--- src/rtl/present_sbox_layer_seq.sv ---
// Sequential PRESENT S-box layer: substitutes LANES nibbles of the state per cycle,
// forward or inverse, with valid/ready handshakes on input and output.
module present_sbox_layer_seq #(
  parameter int STATE_W = 64,
  parameter int LANES   = 4
) (
  input  logic               clk,
  input  logic               rst,
  input  logic               in_valid,
  output logic               in_ready,
  input  logic [STATE_W-1:0] in_data,
  input  logic               in_inv,
  output logic               out_valid,
  input  logic               out_ready,
  output logic [STATE_W-1:0] out_data,
  output logic               busy
);

  localparam int NCHUNK  = STATE_W / (4 * LANES);
  localparam int CNT_W   = (NCHUNK > 1) ? $clog2(NCHUNK) : 1;
  localparam int CHUNK_W = 4 * LANES;

  typedef enum logic [1:0] {IDLE, RUN, DONE} state_t;

  function automatic logic [3:0] fwd_sbox(input logic [3:0] x);
    case (x)
      4'h0: fwd_sbox = 4'hC;  4'h1: fwd_sbox = 4'h5;
      4'h2: fwd_sbox = 4'h6;  4'h3: fwd_sbox = 4'hB;
      4'h4: fwd_sbox = 4'h9;  4'h5: fwd_sbox = 4'h0;
      4'h6: fwd_sbox = 4'hA;  4'h7: fwd_sbox = 4'hD;
      4'h8: fwd_sbox = 4'h3;  4'h9: fwd_sbox = 4'hE;
      4'hA: fwd_sbox = 4'hF;  4'hB: fwd_sbox = 4'h8;
      4'hC: fwd_sbox = 4'h4;  4'hD: fwd_sbox = 4'h7;
      4'hE: fwd_sbox = 4'h1;  default: fwd_sbox = 4'h2;
    endcase
  endfunction

  function automatic logic [3:0] inv_sbox(input logic [3:0] x);
    case (x)
      4'h0: inv_sbox = 4'h5;  4'h1: inv_sbox = 4'hE;
      4'h2: inv_sbox = 4'hF;  4'h3: inv_sbox = 4'h8;
      4'h4: inv_sbox = 4'hC;  4'h5: inv_sbox = 4'h1;
      4'h6: inv_sbox = 4'h2;  4'h7: inv_sbox = 4'hD;
      4'h8: inv_sbox = 4'hB;  4'h9: inv_sbox = 4'h4;
      4'hA: inv_sbox = 4'h6;  4'hB: inv_sbox = 4'h3;
      4'hC: inv_sbox = 4'h0;  4'hD: inv_sbox = 4'h7;
      4'hE: inv_sbox = 4'h9;  default: inv_sbox = 4'hA;
    endcase
  endfunction

  state_t               state_q;
  logic [CNT_W-1:0]     cnt_q;
  logic                 mode_q;
  logic [STATE_W-1:0]   work_q;
  logic [STATE_W-1:0]   work_d;
  logic [CHUNK_W-1:0]   chunk_in;
  logic [CHUNK_W-1:0]   chunk_out;

  // The chunk currently being substituted; chunk 0 holds the least significant nibbles.
  assign chunk_in = work_q[int'(cnt_q) * CHUNK_W +: CHUNK_W];

  for (genvar gi = 0; gi < LANES; gi++) begin : g_lane
    assign chunk_out[gi*4 +: 4] = mode_q ? inv_sbox(chunk_in[gi*4 +: 4])
                                         : fwd_sbox(chunk_in[gi*4 +: 4]);
  end

  always_comb begin
    work_d = work_q;
    work_d[int'(cnt_q) * CHUNK_W +: CHUNK_W] = chunk_out;
  end

  always_ff @(posedge clk) begin
    if (rst) begin
      state_q <= IDLE;
      cnt_q   <= '0;
      mode_q  <= 1'b0;
      work_q  <= '0;
    end else begin
      case (state_q)
        IDLE: begin
          if (in_valid) begin
            work_q  <= in_data;
            mode_q  <= in_inv;
            cnt_q   <= '0;
            state_q <= RUN;
          end
        end
        RUN: begin
          work_q <= work_d;
          if (cnt_q == CNT_W'(NCHUNK - 1)) begin
            cnt_q   <= '0;
            state_q <= DONE;
          end else begin
            cnt_q <= cnt_q + 1'b1;
          end
        end
        DONE: begin
          // No new block is accepted here even if in_valid is high.
          if (out_ready) state_q <= IDLE;
        end
        default: state_q <= IDLE;
      endcase
    end
  end

  assign in_ready  = (state_q == IDLE);
  assign out_valid = (state_q == DONE);
  assign busy      = (state_q == RUN) || (state_q == DONE);
  assign out_data  = work_q;

endmodule

--- config.mk ---
export PLATFORM = sky130hd
export DESIGN_NAME = present_sbox_layer_seq
export DESIGN_NICKNAME = d
export VERILOG_FILES = /design/src/rtl/present_sbox_layer_seq.sv
export SDC_FILE = /design/constraint.sdc
export NUM_CORES = 1
export LEC_CHECK = 0
export ABC_AREA = 1
export ABC_CLOCK_PERIOD_IN_PS = 2400
export CAP_MARGIN = 20
export CORE_AREA = 4 4 115 117
export DETAILED_ROUTE_END_ITERATION = 12
export DIE_AREA = 0 0 119 121
export PLACE_DENSITY = 0.76
export SLEW_MARGIN = 20
export SYNTH_ARGS = -nofsm -noshare
export SYNTH_HDL_FRONTEND = slang
export SYNTH_SLANG_ARGS = --single-unit
--- constraint.sdc ---
create_clock -name clk -period 2.4 [get_ports clk]
set_input_delay 0.48 -clock clk [delete_from_list [all_inputs] [get_ports clk]]
set_output_delay 0.48 -clock clk [all_outputs]
set_load 0.005 [all_outputs]
==> results of run 1 <==
[power by group through the flow]
stage / logic, mW / registers [mW] / clock network [mW]
6_report: 8.01 / 2.05 / 1.59
5_1_grt: 8.89 / 2.09 / 1.65
4_1_cts: 7.75 / 2.01 / 1.59
3_5_place_dp: 7.70 / 2.02 / 0
3_3_place_gp: 7.64 / 2.03 / 0
2_1_floorplan: 5.09 / 1.89 / 0
[registers in the layout, indices dropped and copies added (netlist names)]
name / cells
state_q: 2
cnt_q: 2
out_data: 64
mode_q: 1
[routing by layer]
| layer | global-route usage, % | wire, µm | vias to the layer above |
|---|---|---|---|
| met5 | 0 | 0 | - |
| met4 | 7.893 | 361 | 0 |
| met3 | 4.009 | 1852 | 38 |
| met2 | 37.65 | 8168 | 359 |
| met1 | 40.16 | 8975 | 2904 |
| li1 | - | - | 3191 |
[how the worst max path moves through the flow]
stage                                from                   endpoint  slack [ps]  depth (start not counted)
floorplan           cnt_q[1]$_SDFFE_PP0P_  out_data[12]$_SDFFE_PP0P_         350                         10
global placement    cnt_q[0]$_SDFFE_PP0P_  out_data[36]$_SDFFE_PP0P_         210                         13
detailed placement  cnt_q[1]$_SDFFE_PP0P_  out_data[59]$_SDFFE_PP0P_         150                         13
CTS                 cnt_q[1]$_SDFFE_PP0P_  out_data[59]$_SDFFE_PP0P_         120                         13
global route        cnt_q[0]$_SDFFE_PP0P_  out_data[23]$_SDFFE_PP0P_         -10                         15
finish              cnt_q[0]$_SDFFE_PP0P_  out_data[52]$_SDFFE_PP0P_         150                         13
[worst max-delay path: cells and delay by family (launching register included)]
family | cells | cell delay (ps)
AND/OR/NAND/NOR | 8 | 900
buffers and inverters | 3 | 410
flip-flops | 1 | 380
adder cells (fa/ha/maj) | 1 | 330
AO/OA/AOI/OAI | 1 | 150
[cell usage in the layout (no fill, tap or decap), drive strengths merged]
cell type / synthesis / routed
a211oi: 1 / 1
a21oi: 97 / 97
a31oi: 16 / 16
buf: 23 / 36
bufinv: 0 / 3
clkbuf: 32 / 10
clkdlybuf4s50: 0 / 135
clkinv: 0 / 3
dfxtp: 69 / 69
ha: 35 / 35
inv: 44 / 45
nand2: 265 / 265
nand3: 136 / 136
nand3b: 4 / 4
nand4: 16 / 16
nor2: 39 / 39
nor3: 1 / 1
nor4: 1 / 1
o211ai: 4 / 4
o21ai: 82 / 82
o221ai: 1 / 1
[cell families (layout without fill, tap and decap cells)]
| family | after synthesis | in the layout |
|---|---|---|
| AO/OA/AOI/OAI | 201 | 201 |
| buffers and inverters | 99 | 232 |
| flip-flops | 69 | 69 |
| adder cells (fa/ha/maj) | 35 | 35 |
| AND/OR/NAND/NOR | 462 | 462 |
[cell type report]
class,instances,area (µm²)
fillers,1146,4960
multi-input cells,698,3572
repair buffers,172,1713
flip-flops and latches,69,1386
clock buffers,9,225.2
well taps,172,215.2
inverters,44,170.2
clock inverters,7,121.4
[through the flow]
| step | cells | setup TNS [ps] | hold slack, ps | area, µm² |
|---|---|---|---|---|
| 4_1_cts | 1170 | 0 | 515.0 | 7346 |
| 2_1_floorplan | 866 | 0 | 474.0 | 5373 |
| 3_3_place_gp | 1154 | 0 | 501.0 | 6999 |
| 6_report | 1171 | 0 | 513.7 | 7403 |
| 5_1_grt | 1171 | -9.526 | 537.2 | 7403 |
| 3_5_place_dp | 1154 | 0 | 507.2 | 6999 |
[repair_timing]
action                                 4_1_cts  5_1_grt
setup endpoints to repair                    0       38
buffers inserted                             0        0
endpoints found under the hold margin        0        0
gates resized for setup                      0       10
==> impl_metrics.sql, run 1 <==
INSERT INTO impl_metrics (metric_group, metric, value, unit) VALUES
('sta', 'final_setup_violation_count', '0', ''),
('placement', 'io_buffer_count', '135', ''),
('pwr', 'power.ir.vdd_worst', '0.6723', 'mV'),
('synthesis', 'syn_area', '5373', 'µm²'),
('global_routing', 'residual_overflow_from_global_routing', '0', ''),
('synthesis', 'mux_cell_area_share_after_synthesis', '0', '%'),
('critical_path', 'cp_data_required_time', '2670', 'ps'),
('pwr', 'netSwitchingFraction', '51.89', '%'),
('sta', 'slew_violations', '0', ''),
('outcome', 'run_status', 'complete, no violations', ''),
('detailed_routing', 'average_via_count_per_standard_cell', '5.544', ''),
('global_routing', 'grt_first_pass_wirelength', '30730', 'µm'),
('synthesis', 'synth.lib_cells_used.distinct', '29', ''),
('synthesis', 'post_synth.cell_area_avg', '6.204', 'µm²'),
('cells_and_area', 'synthToLayoutAreaGrowth', '37.80', '%'),
('sta', 'min_period', '2253', 'ps'),
('global_routing', 'antenna_found_initial', '0', ''),
('clock_network', 'cts-buffers-inserted', '9', ''),
('critical_path', 'setup.reg_to_reg.worst_slack', '150', 'ps'),
('cells_and_area', 'diode_insertion_count_for_antenna_repair', '0', ''),
('sta', 'hold_viol_final', '0', ''),
('die', 'design.core.area', '12360', 'µm²'),
('synthesis', 'async_flop_share', '0', '%'),
('pwr', 'cell_internal_pwr', '5.601', 'mW'),
('synthesis', 'synth_top_cell_area_share', '25.71', '%'),
('critical_path', 'regToRegEndpoint', 'out_data[52]$_SDFFE_PP0P_', ''),
('sta', 'worst_tran_pin_value', '635.5', 'ps'),
('clock_network', 'clock-sinks', '69', ''),
('synthesis', 'yosysMostFrequentCell', 'nand2_1', ''),
('die', 'die_h', '121', 'µm'),
('cells_and_area', 'layout-drive-gt1-share', '9.009', '%'),
('synthesis', 'post-synth-top-area-cell', 'dfxtp_1', ''),
('clock_network', 'cts_tree', 'yes', ''),
('sta', 'relSlewSlack', '57.59', '%'),
('pwr', 'share_comb_of_total_power', '68.8', '%'),
('sta', 'final.setup.worst_slack', '147.1', 'ps'),
('critical_path', 'timing_worst_setup_path_type', 'register to register', ''),
('clock_network', 'cts_htree_levels', '3', ''),
('synthesis', 'yosys-top-cells-area', 'dfxtp_1 (26%), nand2_1 (18%), nand3_1 (12%)', ''),
('synthesis', 'total_number_of_yosys_warnings', '0', ''),
('detailed_routing', 'num_vias', '6492', ''),
('pwr', 'switching_power', '6.040', 'mW'),
('clock_network', 'clock_insertion_delay_worst_skew', '340', 'ps'),
('die', 'core.rowCount', '41', ''),
('critical_path', 'worst_endpoint_data_arrival_time', '2520', 'ps'),
('run', 'cap_violations', '0', ''),
('synthesis', 'synthSimpleGateAreaFrac', '38.45', '%'),
('clock_network', 'hold_buffers', '0', ''),
('global_routing', 'grt_pass1_vias', '5800', ''),
('synthesis', 'synth.cells.most_frequent', 'nand2_1 (252), nand3_1 (133), a21oi_1 (97), o21ai_0 (81), dfxtp_1 (69)', ''),
('synthesis', 'synthXorXnorAreaFrac', '0', '%'),
('synthesis', 'netlist_instances', '866', ''),
('global_routing', 'grt_max_degree', '55', ''),
('clock_network', 'clock_tree.root_cell', 'clkbuf_16', ''),
('synthesis', 'post_synth_edffs', '0', ''),
('critical_path', 'timing.critical_path.from_type', 'register', ''),
('sta', 'worst_clock_skew', '11.02', 'ps'),
('sta', 'timing.final.crit_share', '93.87', '%'),
('critical_path', 'critPathMaxFanout', '10', ''),
('critical_path', 'slowest_stage', 'dfxtp_4', ''),
('clock_network', 'path_clk_slew', '60', 'ps'),
('critical_path', 'cell_by_cell_trace_of_the_critical_path', 'inv_4 > buf_4 > nand2_1 > nand3_1 > nand2_1 > ha_1 > inv_1 > nand3_2 > nand3_1 > nand3_1 > nand2_1 > nand4_1 > a21oi_1', ''),
('synthesis', 'synth_top_family_by_area', 'simple AND/OR/NAND/NOR gates', ''),
('placement', 'place.gp.congestion', '0.9348', ''),
('detailed_routing', 'post-route-drc-count', '0', ''),
('die', 'die_footprint', '14400', 'µm²'),
('placement', 'post-place-ws', '151.9', 'ps'),
('global_routing', 'grt_usage', '26.29', '%'),
('pwr', 'power-per-cell-area', '1572', 'nW/µm²'),
('cells_and_area', 'finalCoreUtilization', '59.88', '%'),
('critical_path', 'crit_path_end_kind', 'register', '');
Power figures use the tool's default switching activity.
==> run 2, diff against run 1 <==
--- a/config.mk
+++ b/config.mk
@@ -8,9 +8,9 @@
 export ABC_AREA = 1
 export ABC_CLOCK_PERIOD_IN_PS = 2400
 export CAP_MARGIN = 20
-export CORE_AREA = 4 4 115 117
+export CORE_AREA = 2 2 113 115
 export DETAILED_ROUTE_END_ITERATION = 12
-export DIE_AREA = 0 0 119 121
+export DIE_AREA = 0 0 115 117
 export PLACE_DENSITY = 0.76
 export SLEW_MARGIN = 20
 export SYNTH_ARGS = -nofsm -noshare
==> run 2 against run 1 <==
Effect of this change:
- clock skew down 7.2 ps
- critical path type unchanged
- die area down 6.6%
- maximum frequency about the same
- clock-buffer cell count up 2
- global-route usage up 2.0 points
- wire length down 0.34%
- cell area down 0.88%
- worst hold slack worse by 30 ps
==> impl_metrics.sql, run 2 (same netlist as run 1, synthesis figures left out) <==
INSERT INTO impl_metrics (metric_group, metric, value, unit) VALUES
('critical_path', 'timing.critical_path.from_type', 'register', ''),
('sta', 'final_setup_violation_count', '0', ''),
('sta', 'grt_setup_unrepaired', 'yes', ''),
('sta', 'worst_clock_skew', '3.830', 'ps'),
('cells_and_area', 'design.final.nets', '1095', ''),
('die', 'core.rowCount', '41', ''),
('placement', 'io_buffer_count', '135', ''),
('clock_network', 'clock_tree.root_cell', 'clkbuf_16', ''),
('critical_path', 'crit_path_end_kind', 'register', ''),
('pwr', 'netSwitchingFraction', '51.66', '%'),
('critical_path', 'timing_worst_setup_path_type', 'register to register', ''),
('die', 'initial_core_util', '43.64', '%'),
('critical_path', 'crit_start', 'cnt_q[0]$_SDFFE_PP0P_', ''),
('pwr', 'switching_power', '6.003', 'mW'),
('sta', 'min_period', '2253', 'ps'),
('die', 'die_h', '117', 'µm'),
('cells_and_area', 'fillers', '1162', ''),
('run', 'cap_violations', '0', ''),
('clock_network', 'cts_tree', 'yes', ''),
('global_routing', 'grt_first_pass_wirelength', '30100', 'µm'),
('cells_and_area', 'finalCoreUtilization', '59.60', '%'),
('global_routing', 'residual_overflow_from_global_routing', '0', ''),
('sta', 'timing.final.crit_share', '93.86', '%'),
('sta', 'worst_tran_pin_value', '580.7', 'ps'),
('cells_and_area', 'diode_insertion_count_for_antenna_repair', '0', ''),
('clock_network', 'cts_htree_levels', '3', ''),
('die', 'io_pins', '136', ''),
('placement', 'place.gp.congestion', '0.9947', ''),
('pwr', 'leakage', '3.143', 'nW'),
('pwr', 'share_comb_of_total_power', '68.8', '%'),
('sta', 'hold_viol_final', '0', ''),
('placement', 'dpl.hpwl', '13870', 'µm'),
('die', 'design.core.area', '12310', 'µm²'),
('critical_path', 'cell_by_cell_trace_of_the_critical_path', 'buf_6 > nand2_1 > nand3_1 > nand2_1 > ha_1 > inv_1 > nand3_1 > nand3_1 > nand2_1 > nand2_1 > nand4_1 > nor2_1 > nor2_1 > nor2_1', ''),
('cells_and_area', 'top_library_cells_by_usage_in_the_layout_fill_and_taps_aside', 'nand2_1 (250), clkdlybuf4s50_1 (135), nand3_1 (132)', ''),
('critical_path', 'critPathMaxFanout', '12', ''),
('die', 'fp.dieW', '115', 'µm'),
('cells_and_area', 'layout.cells.most_common', 'nand2_1', ''),
('detailed_routing', 'average_via_count_per_standard_cell', '5.745', ''),
('cells_and_area', 'layout-drive-gt1-share', '8.333', '%'),
('detailed_routing', 'detail-route-antenna-nets', '0', ''),
('critical_path', 'worst-path-buf-inv', '2', ''),
('critical_path', 'cp_data_required_time', '2680', 'ps'),
('clock_network', 'cts_buffer_depth', '2', ''),
('global_routing', 'grt_usage', '28.30', '%'),
('detailed_routing', 'wire_per_inst', '16.83', 'µm'),
('cells_and_area', 'largest_register_ffs', '64', ''),
('global_routing', 'grt_max_degree', '68', ''),
('clock_network', 'clock-sinks', '69', ''),
('clock_network', 'clock_insertion_delay_worst_skew', '340', 'ps'),
('clock_network', 'path_clk_slew', '60', 'ps'),
('critical_path', 'slowest_stage', 'dfxtp_4', ''),
('critical_path', 'worstReg2RegStart', 'cnt_q[0]$_SDFFE_PP0P_', ''),
('global_routing', 'antenna_found_initial', '0', ''),
('critical_path', 'worst_endpoint_data_arrival_time', '2530', 'ps'),
('cells_and_area', 'synthToLayoutAreaGrowth', '36.59', '%'),
('min_path', 'worst_hold_startpoint', 'mode_q$_SDFFE_PP0P_', ''),
('sta', 'setup_total_negative_slack', '0', 'ps'),
('clock_network', 'cts-buffers-inserted', '9', ''),
('min_path', 'timing.hold.worst.class', 'register to register', ''),
('pwr', 'p_seq_share', '17.5', '%'),
('pwr', 'clock_group_share_of_total_power', '13.7', '%'),
('min_path', 'worst_hold_path.num_cells', '2', ''),
('die', 'die_footprint', '13460', 'µm²'),
('global_routing', 'grt_pass1_vias', '5790', ''),
('sta', 'slew_violations', '0', ''),
('pwr', 'cell_internal_pwr', '5.617', 'mW'),
('detailed_routing', 'post-route-drc-count', '0', ''),
('critical_path', 'critical-path-top-delay-family', 'simple AND/OR/NAND/NOR gates', ''),
('detailed_routing', 'drtPass1Iterations', '6', ''),
('sta', 'relSlewSlack', '61.24', '%'),
('pwr', 'power-per-cell-area', '1583', 'nW/µm²'),
('detailed_routing', 'routed_wirelength', '19290', 'µm'),
('clock_network', 'hold_buffers', '0', ''),
('critical_path', 'r2r.worst_path.cells', '14', ''),
('detailed_routing', 'num_vias', '6584', ''),
('critical_path', 'max_stage_delay', '420', 'ps'),
('outcome', 'run_status', 'complete, no violations', ''),
('critical_path', 'cp.depth', '14', ''),
('critical_path', 'crit_top_cell', 'nand2_1', ''),
('sta', 'fmaxAchievable', '443.9', 'MHz'),
('critical_path', 'setup.reg_to_reg.worst_slack', '150', 'ps'),
('pwr', 'power.ir.vdd_worst', '0.7055', 'mV'),
('detailed_routing', 'iteration_0_drc_markers', '840', '');
==> run 2: cell types whose count changed in the layout (fill, tap and decap cells not counted), sizes merged <==
cell,change
clkinv,-1
buf,-3
clkbuf,+2
inv,-1
==> run 2: per-stage QoR <==
step	power [mW]	std cells	hold slack (ps)	setup WS [ps]	cell area [µm²]
after CTS	11.29	1144	485.4	76.95	7269
after global routing	12.59	1146	504.7	-42.50	7338
after global placement	9.582	1128	473.9	106.1	6917
after detailed placement	9.653	1128	476.5	41.32	6917
final	11.62	1146	483.8	147.4	7338
after floorplan	6.986	866	474.0	351.9	5373
==> run 2: power by group through the flow <==
stage	logic (mW)	registers (mW)	clock network, mW
floorplan	5.09	1.89	0
detailed placement	7.64	2.01	0
global route	8.88	2.07	1.64
finish	7.99	2.03	1.60
global placement	7.57	2.01	0
CTS	7.70	2.00	1.59
==> run 2: what timing repair did <==
item,in CTS,in global routing
hold endpoints to repair,0,0
pin swaps,0,1
endpoints found under the setup margin,1,25
buffers inserted,0,1
gates cloned,0,1
gates resized for setup,1,11
==> run 2: final cells by class <==
class | count | area (µm²) | share of cell area [%]
Clock inverter | 5 | 107.6 | 1.466
Timing Repair Buffer | 169 | 1680 | 22.90
Sequential cell | 69 | 1385 | 18.87
Tap cell | 150 | 187.7 | 2.558
Clock buffer | 11 | 242.7 | 3.308
Multi-Input combinational cell | 698 | 3560 | 48.51
Inverter | 44 | 175.2 | 2.387
==> run 2: metal layers <==
metal / up-vias / share of wire, % / global-route usage (%)
li1: 3189 / - / -
met1: 2990 / 46 / 42.33
met2: 379 / 43 / 41.25
met3: 26 / 10 / 4.943
met4: 0 / 1.6 / 8.755
met5: - / 0 / 0
==> run 2: final timing paths <==
path	end
worst min-delay path	mode_q$_SDFFE_PP0P_
worst max-delay path	out_data[51]$_SDFFE_PP0P_
worst max register to register	out_data[51]$_SDFFE_PP0P_
worst min register to register	mode_q$_SDFFE_PP0P_
==> run 2: worst reg2reg max path, delay by kind of cell, from the launching register on <==
| kind | cells | cell delay (ps) |
|---|---|---|
| adders and majority gates | 1 | 320 |
| buffers and inverters | 2 | 270 |
| DFF | 1 | 420 |
| and+or+nand+nor | 11 | 1180 |
